`config.mk`:
```
export PLATFORM = sky130hd
export DESIGN_NAME = serial_deframer_32
export DESIGN_NICKNAME = d
export VERILOG_FILES = /design/src/rtl/deframer_pkg.sv /design/src/rtl/sipo_window_32.sv /design/src/rtl/serial_deframer_32.sv
export SDC_FILE = /design/constraint.sdc
export NUM_CORES = 1
export LEC_CHECK = 0
export BUFFER_PORTS_ARGS = -buffer_cell sky130_fd_sc_hd__buf_4
export CAP_MARGIN = 20
export CORE_ASPECT_RATIO = 1.2
export CORE_MARGIN = 1
export CORE_UTILIZATION = 35
export CTS_BUF_LIST = sky130_fd_sc_hd__clkbuf_2 sky130_fd_sc_hd__clkbuf_4 sky130_fd_sc_hd__clkbuf_8
export CTS_CLUSTER_DIAMETER = 60
export DETAILED_ROUTE_END_ITERATION = 8
export GPL_TIMING_DRIVEN = 0
export SETUP_SLACK_MARGIN = 0.1
export SLEW_MARGIN = 20
export SYNTH_ARGS = -nofsm -noshare
export SYNTH_HDL_FRONTEND = slang
export SYNTH_SLANG_ARGS = --single-unit
```
`constraint.sdc`:
```
create_clock -name clk -period 2.2 [get_ports clk]
set_clock_uncertainty 0.15 [all_clocks]
set_input_delay 0.44 -clock clk [delete_from_list [all_inputs] [get_ports clk]]
set_output_delay 0.44 -clock clk [all_outputs]
set_load 0.005 [all_outputs]
```
`src/rtl/deframer_pkg.sv`:
```
// deframer_pkg: shared word width, default sync pattern and deframer state encoding
package deframer_pkg;
  localparam int WORD_W = 32;
  localparam logic [WORD_W-1:0] SYNC_DEFAULT = 32'h1ACF_FC1D;
  typedef enum logic [1:0] {HUNT = 2'd0, PAYLOAD = 2'd1, CHECK = 2'd2} state_t;
endpackage

```
`src/rtl/sipo_window_32.sv`:
```
// sipo_window_32: 32-bit serial-in/parallel-out window, newest bit at LSB (clk, rst, data in; window out)
module sipo_window_32
  import deframer_pkg::*;
(
  input  logic              clk,
  input  logic              rst,
  input  logic              data,
  output logic [WORD_W-1:0] window
);
  logic [WORD_W-1:0] r_win;
  always_ff @(posedge clk) begin
    if (rst) r_win <= '0;
    else     r_win <= {r_win[WORD_W-2:0], data};
  end
  assign window = r_win;
endmodule

```
`src/rtl/serial_deframer_32.sv`:
```
// serial_deframer_32: sync-word hunt/track deframer (in: clk, rst, data, resync; out: word, word_valid, frame_start, locked, sync_err, frame_cnt)
module serial_deframer_32
  import deframer_pkg::*;
#(
  parameter logic [WORD_W-1:0] SYNC_WORD   = SYNC_DEFAULT,
  parameter int                FRAME_WORDS = 4
) (
  input  logic              clk,
  input  logic              rst,
  input  logic              data,
  input  logic              resync,
  output logic [WORD_W-1:0] word,
  output logic              word_valid,
  output logic              frame_start,
  output logic              locked,
  output logic              sync_err,
  output logic [15:0]       frame_cnt
);
  logic [WORD_W-1:0] w_win;
  logic              w_hit, w_last, w_fdone;
  state_t            r_state;
  logic [4:0]        r_bit;
  logic [7:0]        r_wrd;
  logic [WORD_W-1:0] r_word;
  logic              r_wv, r_fs, r_locked, r_err;
  logic [15:0]       r_fcnt;
  sipo_window_32 u_win (
    .clk    (clk),
    .rst    (rst),
    .data   (data),
    .window (w_win)
  );
  assign w_hit   = w_win == SYNC_WORD;
  assign w_last  = r_bit == 5'd31;
  assign w_fdone = r_wrd == 8'(FRAME_WORDS - 1);
  always_ff @(posedge clk) begin
    if (rst) begin
      r_state  <= HUNT;
      r_bit    <= '0;
      r_wrd    <= '0;
      r_word   <= '0;
      r_wv     <= 1'b0;
      r_fs     <= 1'b0;
      r_locked <= 1'b0;
      r_err    <= 1'b0;
      r_fcnt   <= '0;
    end else begin
      r_wv  <= 1'b0;
      r_fs  <= 1'b0;
      r_err <= 1'b0;
      if (resync) begin
        r_state  <= HUNT;
        r_bit    <= '0;
        r_wrd    <= '0;
        r_locked <= 1'b0;
      end else begin
        case (r_state)
          HUNT: if (w_hit) begin
            r_state  <= PAYLOAD;
            r_locked <= 1'b1;
            r_fcnt   <= r_fcnt + 16'd1;
            r_bit    <= '0;
            r_wrd    <= '0;
          end
          PAYLOAD: begin
            r_bit <= r_bit + 5'd1;
            if (w_last) begin
              r_word <= w_win;
              r_wv   <= 1'b1;
              r_fs   <= r_wrd == 8'd0;
              r_wrd  <= w_fdone ? 8'd0 : r_wrd + 8'd1;
              if (w_fdone) r_state <= CHECK;
            end
          end
          CHECK: begin
            r_bit <= r_bit + 5'd1;
            if (w_last) begin
              r_state  <= w_hit ? PAYLOAD : HUNT;
              r_locked <= w_hit;
              r_err    <= !w_hit;
              if (w_hit) r_fcnt <= r_fcnt + 16'd1;
            end
          end
          default: begin
            r_state  <= HUNT;
            r_locked <= 1'b0;
          end
        endcase
      end
    end
  end
  assign word        = r_word;
  assign word_valid  = r_wv;
  assign frame_start = r_fs;
  assign locked      = r_locked;
  assign sync_err    = r_err;
  assign frame_cnt   = r_fcnt;
endmodule

```
==> metrics <==
drt pass-1 iters=4; ANT cells=0; remaining antenna violation count=0; CTS Sinks=99; # hold bufs at CTS=0; MaxCap Viol Count=0; Syn Nets=445; Vias=3361; clock latency on the worst-skew pair=360 ps; minimum clock period=2310 ps; status=finished, violations left; final hold slack=142.2 ps; Clock Pin Slew Worst Setup and Hold Paths=90 ps; TritonCTS buffer count=9; Total Power=3.059 mW; Max Fclk=432.8 MHz; CTS max path bufs=2; I/O pins=56; Worst Path Arrival=2420 ps; CP Launch Type=register; pin count of the biggest net entering global routing=16; root buffer cell=clkbuf_8; DP Cell Count=616; Post-synth ARST share=0%; Finished Layout Cells=655; failing checks=negative setup slack; largest cells by area after synthesis=dfxtp_1 51%, nand2_1 7.1%, nor2b_1 5.8%; Worst Path Required=2310 ps; drt total wl=9.697 mm; Die X=98.41 µm; mapped cell area=0.003904 mm²; FP Rows=41; CP Max Fanout=6; post-DR vias/cell=5.131; wire per inst=14.80 µm; RD Place Congestion=0.8442; Layout Utilization=49.11%; critical path endpoint category=register; min-delay worst type=input pin to register; top cell type's share of synthesized area=50.77%; post-synthesis register bit count=99; post-DP HPWL=6.467 mm; first-pass GRT wire length=16.07 mm; Avg Cell Area, Syn=9.036 µm²; Iteration-0 DRC Markers=145; overall die height=117.7 µm; count leader, synth=dfxtp_1; max-slew violations=0; Synth area leader=dfxtp_1; pin slew with the least headroom to its limit=696.3 ps; RSZ-0062 raised after global routing=yes; grt ovf=0; GR Util All Layers=17.24%; top cells by count, synth=99 x dfxtp_1, 74 x nand2_1, 44 x a21oi_1; ys flop type=dfxtp_1; share of cells above drive strength 1=30.61%; core area=0.01067 mm²; initial antenna violation count=0; area grow syn2layout=34.23%; post-synthesis cell type count=55; Leakage Power=1.978 nW; EDFF count, synth=0; Power Dens Cells=583.8 mW/mm²; H-tree depth=3; CP Class=register to register; Initial Util=36.59%; max_slew headroom=53.58%; Synth warnings=0; fin worst setup slack=-110.4 ps; period utilization=105.0%; Max rail drop VDD=0.3892 mV; Buffers on Ports=55; CTS tree=done; die footprint=0.01158 mm²; DP Worst Slack=-323.5 ps; vias in the first global route=3362; Setup Viol. Count Final=15; Hold Vio Cnt, Final=0; register area share after synthesis=50.77%; Layout Nets=535; drt drc=0; Syn Inst Count=432
-- layout by cell type, fill, tap and decap left out, drive strengths merged, types with 3 or more instances in the layout --
cell type  count
or4b           3
nor3           4
and3           7
or3            5
nor2b         36
o31ai          8
clkbuf        28
nand3         14
inv           16
nor2          23
mux2           4
buf           85
o21ai          8
nand2         74
o311ai         4
dfxtp         99
ha             9
mux2i          5
nand4b         3
or4            6
nor4           3
nand4          6
a21oi         45
-- flip-flops by register name, indices dropped and copies added (netlist names) --
signal,count
word_valid,1
frame_start,1
locked,1
u_win.window,32
r_bit,5
sync_err,1
r_wrd,8
word,32
frame_cnt,16
r_state,2
-- power breakdown --
part	total, mW	leakage (nW)	internal [mW]	switching, mW
Combinational	0.0583	1.07	0.0137	0.0446
Clock	1.21	0.103	0.599	0.606
Sequential	1.80	0.801	1.79	0.00222
-- layout make-up --
class | instances | area (µm²)
buffer | 22 | 123.9
clock buffer | 12 | 158.9
clock inverter | 3 | 46.29
fill | 1028 | 5430
inverter | 15 | 56.30
multi-input combinational | 296 | 2068
sequential | 99 | 1989
tap | 129 | 161.4
timing repair buffer | 79 | 635.6
-- cell families after synthesis --
family                   count (synthesis)  synth area share, %
multiplexers                             9                2.532
adder cells (fa/ha/maj)                  9                2.885
buffers and inverters                   37                3.654
AND/OR/NAND/NOR                        192                26.19
XOR/XNOR                                 4               0.8976
flip-flops                              99                50.77
AO/OA/AOI/OAI                           82                13.08
-- final timing paths --
| kind | from | endpoint | slack, ps | depth (start not counted) |
|---|---|---|---|---|
| max | u_win.window[31] | frame_cnt[6] | -110 | 6 |
| min | data | u_win.window[0] | 140 | 2 |
| max reg2reg | u_win.window[31] | frame_cnt[6] | -110 | 6 |
| min reg2reg | u_win.window[10] | word[10] | 310 | 2 |
-- per-layer routing --
metal	wire [µm]	global-route usage [%]	vias to the layer above
li1	-	-	1671
met1	4230	20.03	1620
met2	4933	30.19	57
met3	334	3.147	13
met4	199	8.489	0
met5	0	0	-
-- worst max-delay path: stages, from the launching register on --
cell and delay [ps]:
dfxtp_2 330, or4b_4 540, nor4_4 270, buf_6 170
nand3_2 90, or3_4 340, mux2_4 300
-- repair_timing --
action | 4_1_cts | 5_1_grt
gates resized for setup | 57 | 15
endpoints found under the setup margin | 63 | 62
pin swaps | 16 | 6
cloned | 2 | 0
setup buffers | 19 | 3
-- metrics by stage --
step | setup TNS [ps] | cell area, µm²
finish | -592.0 | 5240
CTS | -671.6 | 5136
detailed placement | -12820 | 4518
global route | -2713 | 5240
global placement | -11500 | 4518
floorplan | -106.7 | 3944
Note: power is estimated with default switching activity, not from simulation.
